<file path="src/rtl/io_bridge.sv">
// io_bridge: routes CPU data accesses either straight through to the data
// cache or, for the device address regions, through a small request/ack
// sequencer that drives one of NUM_DEV device channels.
//
// Device handshake: while in REQ, dev_req[k] is held high and the command
// fields (dev_we/dev_addr/dev_wdata/dev_be) are held stable. The transfer
// completes on the first ui_clk edge where dev_ack[k] is high, and dev_req
// drops on that same edge. Ack bits of other channels are never looked at.
// If no ack arrives within TIMEOUT REQ cycles, the access completes with
// ERR_DATA and a one-cycle bus_err pulse. TIMEOUT = 0 disables the timeout.
module io_bridge #(
  parameter int          NUM_DEV         = 4,
  parameter logic [3:0]  DEV_REGION_BASE = 4'hc,
  parameter int          TIMEOUT         = 1024,
  parameter logic [31:0] ERR_DATA        = 32'hdeadbeef
) (
  input  logic                   ui_clk,
  input  logic                   rst,
  input  logic                   cpu_read,
  input  logic                   cpu_write,
  input  logic [29:0]            cpu_addr,
  input  logic [31:0]            cpu_wdata,
  input  logic [3:0]             cpu_be,
  output logic [31:0]            cpu_rdata,
  output logic                   stall,
  output logic                   dc_read,
  output logic                   dc_write,
  input  logic [31:0]            dc_rdata,
  input  logic                   cache_stall,
  output logic [NUM_DEV-1:0]     dev_req,
  output logic                   dev_we,
  output logic [25:0]            dev_addr,
  output logic [31:0]            dev_wdata,
  output logic [3:0]             dev_be,
  input  logic [NUM_DEV-1:0]     dev_ack,
  input  logic [32*NUM_DEV-1:0]  dev_rdata,
  output logic                   bus_err,
  output logic [1:0]             state_dbg
);

  typedef enum logic [1:0] {
    S_IDLE = 2'd0,
    S_REQ  = 2'd1,
    S_DONE = 2'd2
  } state_t;

  // Counter is kept at least 1 bit wide so TIMEOUT = 0 still elaborates.
  localparam int          CW        = (TIMEOUT > 0) ? $clog2(TIMEOUT + 1) : 1;
  localparam int          TO_LAST_I = (TIMEOUT > 0) ? (TIMEOUT - 1) : 0;
  localparam logic [CW-1:0] TO_LAST = TO_LAST_I[CW-1:0];

  // 5-bit region arithmetic so BASE+NUM_DEV = 16 does not wrap.
  localparam logic [4:0] BASE5 = {1'b0, DEV_REGION_BASE};
  localparam logic [4:0] LIM5  = BASE5 + 5'(NUM_DEV);

  state_t              state;
  logic [1:0]          sel_q;
  logic [CW-1:0]       to_cnt;
  logic [31:0]         rd_reg;

  logic [4:0]          region5;
  logic [4:0]          off5;
  logic                is_dev;
  logic                access;
  logic [1:0]          dev_idx;
  logic [NUM_DEV-1:0]  req_onehot;
  logic                ack_hit;
  logic [31:0]         rdata_hit;

  assign state_dbg = state;
  assign region5   = {1'b0, cpu_addr[29:26]};
  assign off5      = region5 - BASE5;
  assign dev_idx   = off5[1:0];
  assign is_dev    = (region5 >= BASE5) && (region5 < LIM5);
  assign access    = cpu_read | cpu_write;

  // Decode the target channel and select the latched channel's ack/data.
  always_comb begin
    req_onehot = '0;
    ack_hit    = 1'b0;
    rdata_hit  = '0;
    for (int k = 0; k < NUM_DEV; k++) begin
      if (dev_idx == 2'(k)) req_onehot[k] = 1'b1;
      if (sel_q == 2'(k)) begin
        ack_hit   = dev_ack[k];
        rdata_hit = dev_rdata[32*k +: 32];
      end
    end
  end

  // Sequencer: latch the device command, wait for ack or timeout, complete.
  always_ff @(posedge ui_clk) begin
    if (!rst) begin
      state     <= S_IDLE;
      sel_q     <= '0;
      dev_req   <= '0;
      dev_we    <= 1'b0;
      dev_addr  <= '0;
      dev_wdata <= '0;
      dev_be    <= '0;
      rd_reg    <= '0;
      to_cnt    <= '0;
      bus_err   <= 1'b0;
    end else begin
      case (state)
        S_IDLE: begin
          bus_err <= 1'b0;
          if (access && is_dev) begin
            sel_q     <= dev_idx;
            dev_we    <= cpu_write;
            dev_addr  <= cpu_addr[25:0];
            dev_wdata <= cpu_wdata;
            dev_be    <= cpu_be;
            dev_req   <= req_onehot;
            to_cnt    <= '0;
            state     <= S_REQ;
          end
        end
        S_REQ: begin
          if (ack_hit) begin
            // Ack wins over a simultaneous timeout.
            if (!dev_we) rd_reg <= rdata_hit;
            dev_req <= '0;
            state   <= S_DONE;
          end else if ((TIMEOUT != 0) && (to_cnt == TO_LAST)) begin
            rd_reg  <= ERR_DATA;
            bus_err <= 1'b1;
            dev_req <= '0;
            state   <= S_DONE;
          end else begin
            to_cnt <= to_cnt + 1'b1;
          end
        end
        S_DONE: begin
          bus_err <= 1'b0;
          state   <= S_IDLE;
        end
        default: begin
          bus_err <= 1'b0;
          dev_req <= '0;
          state   <= S_IDLE;
        end
      endcase
    end
  end

  // CPU/cache-side outputs: cache pass-through only while idle on a cache region.
  always_comb begin
    dc_read   = 1'b0;
    dc_write  = 1'b0;
    stall     = 1'b1;
    cpu_rdata = '0;
    case (state)
      S_IDLE: begin
        if (access && is_dev) begin
          stall     = 1'b1;
          cpu_rdata = '0;
        end else begin
          dc_read   = cpu_read;
          dc_write  = cpu_write;
          stall     = cache_stall;
          cpu_rdata = dc_rdata;
        end
      end
      S_DONE: begin
        stall     = 1'b0;
        cpu_rdata = rd_reg;
      end
      default: begin
        stall     = 1'b1;
        cpu_rdata = '0;
      end
    endcase
  end

endmodule

</file>
<file path="config.mk">
export PLATFORM = sky130hd
export DESIGN_NAME = io_bridge
export DESIGN_NICKNAME = d
export VERILOG_FILES = /design/src/rtl/io_bridge.sv
export SDC_FILE = /design/constraint.sdc
export NUM_CORES = 1
export LEC_CHECK = 0
export ABC_AREA = 1
export BUFFER_PORTS_ARGS = -buffer_cell sky130_fd_sc_hd__buf_2
export CELL_PAD_IN_SITES_DETAIL_PLACEMENT = 0
export CELL_PAD_IN_SITES_GLOBAL_PLACEMENT = 1
export CORE_MARGIN = 2
export CORE_UTILIZATION = 28
export DETAILED_ROUTE_END_ITERATION = 6
export PLACE_DENSITY_LB_ADDON = 0.1
export SLEW_MARGIN = 0
export SYNTH_ARGS = -nofsm -noshare
export SYNTH_HDL_FRONTEND = slang
export SYNTH_SLANG_ARGS = --single-unit
</file>
<file path="constraint.sdc">
create_clock -name ui_clk -period 2.25 [get_ports ui_clk]
set_clock_uncertainty 0.05 [all_clocks]
set_input_delay 0.1125 -clock ui_clk [delete_from_list [all_inputs] [get_ports ui_clk]]
set_output_delay 0.1125 -clock ui_clk [all_outputs]
set_load 0.02 [all_outputs]
</file>
==> results of run 1 <==
-- worst register-to-register path, stage by stage, from the launching register on --
cell and delay (ns):
dfxtp_1 0.38, ha_1 0.23, nand2_1 0.07, nor2_1 0.24
nand3_2 0.18, nand3_4 0.17, nand3_2 0.11, buf_12 0.20
nor2_1 0.17, nor2_1 0.06
-- logic make-up after synthesis --
logic type,Yosys count,synth area share (%)
buffers and inverters,120,8.371
AOI/OAI and AO/OA,153,13.11
DFF,115,39.29
and+or+nand+nor,557,38.56
xor gates and xnor gates,3,0.4485
adders and majority gates,1,0.2135
-- routing by layer --
| metal | up-vias | share of wire, % |
|---|---|---|
| met5 | - | 0.11 |
| met4 | 4 | 1.3 |
| met3 | 25 | 7.9 |
| met2 | 249 | 49 |
| met1 | 3236 | 41 |
| li1 | 3840 | - |
-- worst min path at each step --
stage             startpoint       endpoint  slack, ns  cells after the start
3_5_place_dp    cpu_addr[19]   dev_addr[19]       0.32                      3
4_1_cts        dev_rdata[80]     rd_reg[16]      0.001                      5
2_1_floorplan    cpu_addr[0]    dev_addr[0]       0.23                      2
5_1_grt        dev_rdata[80]     rd_reg[16]       0.03                      5
6_report       dev_rdata[80]     rd_reg[16]       0.02                      5
3_3_place_gp   cpu_wdata[13]  dev_wdata[13]       0.31                      3
-- repair_timing --
action	4_1_cts	5_1_grt
resized for setup	1	6
hold endpoints to repair	83	0
gates cloned	0	1
pin swaps	0	0
endpoints found under the setup margin	2	36
hold buffers	99	0
buffers inserted	0	2
-- placed cells by master, fill, tap and decap left out, types with 2 or more instances in the layout --
master	Yosys	routed
buf_2	11	339
nand2_1	272	271
nor2_1	209	204
dfxtp_1	115	115
o21ai_0	108	108
dlygate4sd3_1	0	99
inv_1	62	61
nand3_1	53	53
a21oi_1	44	44
clkbuf_16	0	17
buf_4	3	14
diode_2	0	9
nand4_1	9	9
inv_6	0	8
clkinvlp_4	0	6
nor2_4	1	4
buf_12	0	4
inv_2	3	3
nand3_2	3	3
xor2_1	3	3
nor2_2	0	2
nand2_2	1	2
nand2_4	2	2
nor3b_1	2	2
or2_2	2	2
-- stage by stage --
step	instance area, um^2	cells	hold slack (ns)
floorplan	5859	949	0.2292
global placement	7831	1520	0.3113
detailed placement	7831	1520	0.3183
CTS	9405	1651	0.001436
global route	9467	1661	0.02808
finish	9472	1663	0.01667
-- power by group --
part | internal, mW | leakage (nW) | switching [mW] | total, mW
Sequential | 2.16 | 0.939 | 0.0557 | 2.21
Clock | 1.58 | 0.274 | 1.10 | 2.69
Combinational | 0.596 | 3.60 | 0.829 | 1.42
Total | 4.34 | 4.82 | 1.99 | 6.33
-- final cells by class --
type / count / area, um^2 / share of cell area [%]
multi-input cells: 714 / 3097 / 32.69
repair buffers: 456 / 2873 / 30.33
flip-flops and latches: 115 / 2302 / 24.31
clock buffers: 18 / 439.2 / 4.637
well taps: 270 / 337.8 / 3.567
inverters: 66 / 251.5 / 2.655
clock inverters: 14 / 141.4 / 1.493
diodes: 9 / 22.52 / 0.2378
repair inverters: 1 / 7.507 / 0.07926
==> impl_results.md, run 1 <==
- Minimum clock period after layout: 2.094 ns
- Clock transition at path regs: 0.06 ns
- Largest net degree at the start of global routing: 70
- H-tree depth: 4
- Required @ worst endpoint: 2.09 ns
- Setup TNS: 0 ns
- Setup crit start: state_dbg[1]
- Routed via count: 7354
- Clock buffers created by TritonCTS: 17
- Top post-synthesis cells by count: nand2_1, nor2_1, dfxtp_1
- CTS sink cnt: 115
- Setup Crit Path Kind: flip-flop to output port
- Flop2flop setup slack: 0.28 ns
- Main synth FF type: dfxtp_1
- Proportion of layout cells with a drive suffix above 1: 29.70%
- Power per cell area: 667.9 nW/um^2
- Worst slack, placed: 0.1109 ns
- Setup ws final: 0.1557 ns
- LEAKAGE: 4.817 nW
- Depth of the worst register-to-register path: 9
- EDFF count, synth: 0
- Yosys warning total: 0
- Synth top area share: 39.29%
- GR Util All Layers: 21.71%
- Worst flop-to-flop path endpoint: rd_reg[23]
- Number of DRC markers in iteration 0: 325
- First-pass GRT wire length: 37.56 mm
- Count of cell types in the netlist: 27
- WP buf/inv: 4
- Router iterations before antenna repair: 7
- DRC: 0
- RR Startpoint: to_cnt[1]
- Number of global-route vias before repair: 7291
- Unrepaired setup endpoints after global routing: false
- Fillers: 2159
- Fmax: 477.5 MHz
- Die boundary height: 148.7 um
- Most area-hungry cell type in the Yosys netlist: dfxtp_1
- Endpoint of the most critical setup path: cpu_rdata[6]
- Library cell contributing the largest single delay on the critical path: dfxtp_1
- Period utilization: 93.08%
- Category of the worst setup path launch point: flip-flop
- Top cells by area in the synthesized netlist: dfxtp_1, nand2_1, nor2_1
- Port Buffers: 339
- Critical path depth: 6
- Area of the mapped netlist: 5859 um^2
- Clock buffer depth: 2
- Detail Route Antenna Nets: 0
- Delay-heaviest family, CP: buffers and inverters
- Std cell rows: 52
- Worst slew pin tran: 0.6959 ns
- Detail Placement HPWL: 17.55 mm
- Synth async-reset ratio: 0%
- Register area share after synthesis: 39.29%
- Worst endpoint data arrival time: 1.93 ns
- Global-route met1 utilization: 24.77%
- Total global routing overflow: 0
- Placeable core area: 20360 um^2
- Worst relative slew slack: 53.49%
- Max capacitance violation total: 0
- Final number of setup-violating endpoints: 0
- Clock tree from TritonCTS: yes
- Synthesized netlist net count: 1185
- Endpoints failing hold: 0
- Maximum net fanout on the critical path: 16
- Tot Pwr: 6.326 mW
- Die Footprint: 22100 um^2
- Min-delay worst type: input port to flip-flop
- Largest incremental delay on the critical path: 0.41 ns
- Worst voltage drop across the vdd grid: 0.5020 mV
- Nets: 1607
- Top-level I/O count: 340
- Initial core utilization: 28.77%
- Most heavily used metal layer in global routing: met2
- Average cell area after synthesis: 6.174 um^2
- Count of pins over their slew limit: 0
- Met2 usage: 38.80%
- Drt wl/cell: 14.59 um
- Routed via count divided by cell count: 4.422
- Routability Congestion: 0.8105
- CP cell instances: inv_1, nor2_4, clkinvlp_4, buf_4, o21ai_0, buf_2
- Most frequently used cell type in the post-synthesis netlist: nand2_1
- Cell chosen for the clock root: clkbuf_16
- Cells after Synth: 949
- X dimension of the die: 148.7 um
- Global routing usage on met3: 6.442%
- Status: completed
- End-of-flow core utilization: 46.51%
- Detailed-route wire length: 24.27 mm
- Synth Register Bits: 115
- Number of antenna violations at the first check in global routing: 11
- Clk Latency, worst-skew pair: 0.41 ns
- P&R area growth vs syn: 61.65%
- Critical path capture point type: output port
(Power assumes the default switching activity.)
==> run 2, diff against run 1 <==
--- a/config.mk
+++ b/config.mk
@@ -12,7 +12,10 @@
 export CORE_MARGIN = 2
 export CORE_UTILIZATION = 28
 export DETAILED_ROUTE_END_ITERATION = 6
+export HOLD_SLACK_MARGIN = 0.1
 export PLACE_DENSITY_LB_ADDON = 0.1
+export RECOVER_POWER = 100
+export SKIP_CTS_REPAIR_TIMING = 1
 export SLEW_MARGIN = 0
 export SYNTH_ARGS = -nofsm -noshare
 export SYNTH_HDL_FRONTEND = slang
==> run 2 against run 1 <==
Sequential cell count did not move. Global-route usage decreased by 0.63 points. Sequential share of layout area about the same. Clock-buffer cell count is the same. Routed wire length increased by 1.3%. Fmax fell by 3.7%. Register-to-register slack lost 0.10 ns. Critical path type unchanged. Highest routed layer unchanged.
==> impl_results.md, run 2 (synthesis results as in run 1) <==
- Setup Crit Path Kind: flip-flop to output port
- Final number of setup-violating endpoints: 0
- Clock buffer depth: 2
- Library cell contributing the largest single delay on the critical path: dfxtp_1
- Commonest non-fill, non-tap cell in the layout: nand2_1
- Max capacitance violation total: 0
- Routability Congestion: 0.8105
- Proportion of layout cells with a drive suffix above 1: 21.94%
- Status: completed
- Worst voltage drop across the vdd grid: 0.5003 mV
- Nets: 1622
- H-tree depth: 4
- Die Footprint: 22100 um^2
- Clock buffers created by TritonCTS: 17
- Delay-heaviest family, CP: buffers and inverters
- CP cell instances: inv_1, nor2_4, clkinvlp_4, buf_4, o21ai_0, clkbuf_2
- Placeable core area: 20360 um^2
- Period utilization: 96.66%
- Worst slew pin tran: 0.6977 ns
- Clock transition at path regs: 0.06 ns
- CTS sink cnt: 115
- WP buf/inv: 4
- P&R area growth vs syn: 61.71%
- Std cell rows: 52
- Number of DRC markers in iteration 0: 308
- Setup ws final: 0.07512 ns
- Critical path capture point type: output port
- Number of antenna violations at the first check in global routing: 9
- Number of cells in the finished layout apart from fillers: 1676
- DRC: 0
- Required @ worst endpoint: 2.09 ns
- Largest incremental delay on the critical path: 0.41 ns
- Count of placed standard cells including taps: 1520
- X dimension of the die: 148.7 um
- Category of the worst setup path launch point: flip-flop
- Die boundary height: 148.7 um
- Router iterations before antenna repair: 7
- Routed via count: 7451
- Clk Latency, worst-skew pair: 0.41 ns
- Routed via count divided by cell count: 4.446
- End-of-flow core utilization: 46.53%
- Power per cell area: 667.5 nW/um^2
- Detailed-route wire length: 24.59 mm
- Unrepaired setup endpoints after global routing: false
- Port Buffers: 339
- Count of pins over their slew limit: 0
- Min-delay worst type: input port to flip-flop
- Worst relative slew slack: 53.37%
- Top library cells by usage in the layout, fill and taps aside: nand2_1, buf_2, nor2_1
- First-pass GRT wire length: 36.09 mm
- Fmax: 459.8 MHz
- Clock tree from TritonCTS: yes
- Worst slack, placed: 0.1109 ns
- Detail Placement HPWL: 17.55 mm
- Worst endpoint data arrival time: 2.01 ns
- LEAKAGE: 4.503 nW
- Endpoints failing hold: 0
- Maximum net fanout on the critical path: 16
- Setup TNS: 0 ns
- Initial core utilization: 28.77%
- Minimum clock period after layout: 2.175 ns
- Number of global-route vias before repair: 6734
- Total global routing overflow: 0
- Detail Route Antenna Nets: 0
- GR Util All Layers: 21.09%
- Top-level I/O count: 340
- Cell chosen for the clock root: clkbuf_16
- Largest net degree at the start of global routing: 70
- Drt wl/cell: 14.67 um
==> run 2: cell types whose count changed in the layout (fill, tap and decap cells not counted), sizes merged <==
cell,before,now
diode,9,7
clkbuf,18,121
dlygate4sd3,99,114
buf,357,254
==> run 2: per-stage QoR <==
stage	cell area [um^2]	hold slack [ns]	total power [mW]
after CTS	8412	-0.1262	6.277
after floorplan	5859	0.2292	3.010
after detailed placement	7831	0.3183	3.553
final	9475	0.05375	6.325
after global routing	9470	0.1007	6.666
after global placement	7831	0.3113	3.551
==> run 2: worst paths after layout <==
kind	depth (start not counted)	slack [ns]	from	endpoint
max reg2reg	10	0.18	sel_q[0]	rd_reg[13]
max	6	0.08	state_dbg[1]	cpu_rdata[6]
min	5	0.05	dev_rdata[75]	rd_reg[11]
min reg2reg	2	0.39	to_cnt[10]	to_cnt[10]
==> run 2: metal layers <==
metal	GRT usage, %	vias up	part of all wire [%]	wire (um)
met5	0	-	0.11	26
met4	6.429	4	1.1	276
met3	7.301	26	7.6	1876
met2	37.25	249	50	12200
met1	23.96	3305	42	10220
li1	-	3867	-	-
==> run 2: worst min-delay path: cells and delay by family <==
kind | cells | cell delay (ns)
buffers and inverters | 1 | 0.10
AO/OA/AOI/OAI | 1 | 0.06
AND/OR/NAND/NOR | 3 | 0.20
==> run 2: power by group <==
part	internal, mW	switching (mW)
sequential	2.16	0.0585
clock	1.58	1.11
combinational	0.576	0.837
total	4.32	2.01
==> run 2: area by class of cell <==
type	count	area, um^2
Multi-Input combinational cell	714	3083
Clock inverter	14	141.4
Inverter	66	251.5
Sequential cell	115	2302
Fill cell	2171	10890
Clock buffer	18	439.2
Timing Repair Buffer	471	2895
Tap cell	270	337.8
Timing Repair inverter	1	7.507
Antenna cell	7	17.52
==> run 3, diff against run 2 <==
--- a/config.mk
+++ b/config.mk
@@ -10,7 +10,7 @@
 export CELL_PAD_IN_SITES_DETAIL_PLACEMENT = 0
 export CELL_PAD_IN_SITES_GLOBAL_PLACEMENT = 1
 export CORE_MARGIN = 2
-export CORE_UTILIZATION = 28
+export CORE_UTILIZATION = 26
 export DETAILED_ROUTE_END_ITERATION = 6
 export HOLD_SLACK_MARGIN = 0.1
 export PLACE_DENSITY_LB_ADDON = 0.1
==> constraint.sdc (replaced) <==
create_clock -name ui_clk -period 1.76 [get_ports ui_clk]
set_clock_uncertainty 0.05 [all_clocks]
set_input_delay 0.088 -clock ui_clk [delete_from_list [all_inputs] [get_ports ui_clk]]
set_output_delay 0.088 -clock ui_clk [all_outputs]
set_load 0.02 [all_outputs]
==> run 3 against run 2 <==
Largest cell class is now buffers. Final area rose by 8.5%. Register-to-register slack got worse by 0.09 ns. Core utilization rose by 0.30 points. Critical endpoint is now cpu_rdata[18]. Largest power group unchanged. The run now ends with negative setup slack left. Worst hold slack got worse by 0.0037 ns. Sequential share of layout area fell by 1.8 points. Clock power rose by 27%. Total power rose by 32%. Via count rose by 1.4%.
==> impl_results.md, run 3 (synthesis results as in run 1) <==
- Status: complete, but fails checks
- Violations in the final reports: negative setup slack
- Detail Route Antenna Nets: 0
- Placeable core area: 21960 um^2
- Std cell rows: 54
- Final std cell area, no fill: 10280 um^2
- Number of global-route vias before repair: 6732
- Routed via count divided by cell count: 4.397
- Largest net degree at the start of global routing: 97
- Category of the worst setup path launch point: flip-flop
- Router iterations before antenna repair: 4
- Clock transition at path regs: 0.06 ns
- Period utilization: 104.1%
- LEAKAGE: 4.920 nW
- Setup Crit Path Kind: flip-flop to output port
- Detail Placement HPWL: 17.07 mm
- Worst voltage drop across the vdd grid: 0.6335 mV
- Drt wl/cell: 14.37 um
- Min-delay worst type: input port to flip-flop
- Max capacitance violation total: 0
- Clock buffer depth: 2
- Top library cells by usage in the layout, fill and taps aside: nand2_1, buf_2, nor2_1
- Endpoints failing hold: 0
- Count of pins over their slew limit: 0
- Unrepaired setup endpoints after global routing: true
- X dimension of the die: 154.1 um
- Power per cell area: 811.8 nW/um^2
- Tot Pwr: 8.347 mW
- CTS sink cnt: 115
- Die boundary height: 154.1 um
- Routed via count: 7558
- Critical path capture point type: output port
- Worst slew pin tran: 0.5716 ns
- Clk Latency, worst-skew pair: 0.43 ns
- Die Footprint: 23750 um^2
- Number of antenna violations at the first check in global routing: 10
- DRC: 0
- Routability Congestion: 0.7737
- Fmax: 545.8 MHz
- Worst endpoint data arrival time: 1.69 ns
- Maximum net fanout on the critical path: 8
- H-tree depth: 4
- Initial core utilization: 26.68%
- Top-level I/O count: 340
- First-pass GRT wire length: 35.76 mm
- Clock buffers created by TritonCTS: 17
- Total global routing overflow: 0
- Instance area after placement: 8065 um^2
- Number of DRC markers in iteration 0: 327
- Count of placed standard cells including taps: 1549
- Detailed-route wire length: 24.70 mm
- GR Util All Layers: 19.16%
- Number of cells in the finished layout apart from fillers: 1719
- Clock tree from TritonCTS: yes
- Cell chosen for the clock root: clkbuf_16
- Worst relative slew slack: 61.66%
- Proportion of layout cells with a drive suffix above 1: 28.84%
- Setup ws final: -0.07226 ns
- P&R area growth vs syn: 75.49%
- Minimum clock period after layout: 1.832 ns
- Required @ worst endpoint: 1.62 ns
- Port Buffers: 339
- Nets: 1655
- Final number of setup-violating endpoints: 32
- Commonest non-fill, non-tap cell in the layout: nand2_1
[run 3: cell type report]
class                           instances  area [um^2]
Fill cell                            2314        11680
Timing Repair Buffer                  505         3533
Multi-Input combinational cell        714         3229
Sequential cell                       115         2317
Clock buffer                           18        439.2
Tap cell                              280        350.3
Inverter                               66        252.7
Clock inverter                         14        142.6
Antenna cell                            7        17.52
[run 3: metal layers]
metal | part of all wire, % | GRT usage, % | vias up
li1 | - | - | 3944
met1 | 44 | 22.99 | 3330
met2 | 47 | 31.48 | 243
met3 | 7.6 | 7.356 | 33
met4 | 1.6 | 6.409 | 8
met5 | 0.23 | 0 | -
[run 3: critical path, stage by stage (launching register included)]
cell and delay [ns]:
dfxtp_4 0.37, nor2_4 0.15, inv_2 0.06, nor2_4 0.10, buf_12 0.15, clkbuf_16 0.17
nand2_2 0.04, o21ai_1 0.08, buf_4 0.16
[run 3: per-stage QoR]
step / util (%) / setup WS [ns] / setup TNS, ns / hold slack, ns
floorplan: - / -0.03034 / -0.06069 / 0.2047
global placement: 36.73 / 0.09221 / 0 / 0.2882
detailed placement: 36.73 / 0.06102 / 0 / 0.2922
CTS: 39.38 / -0.3501 / -10.35 / -0.1525
global route: 46.77 / -0.1673 / -4.063 / 0.1008
finish: 46.83 / -0.07226 / -1.147 / 0.05002
[run 3: where the power goes]
group	internal (mW)	switching [mW]	leakage [nW]
sequential	2.76	0.0796	0.943
clock	2.02	1.42	0.277
combinational	0.938	1.14	3.70
[run 3: worst paths after layout]
kind            startpoint             to  slack, ns  cells past startpoint
max           state_dbg[1]  cpu_rdata[18]      -0.07                      8
min reg2reg     to_cnt[10]     to_cnt[10]       0.39                      2
min          dev_rdata[39]      rd_reg[7]       0.05                      7
max reg2reg      to_cnt[1]      rd_reg[8]       0.09                     10
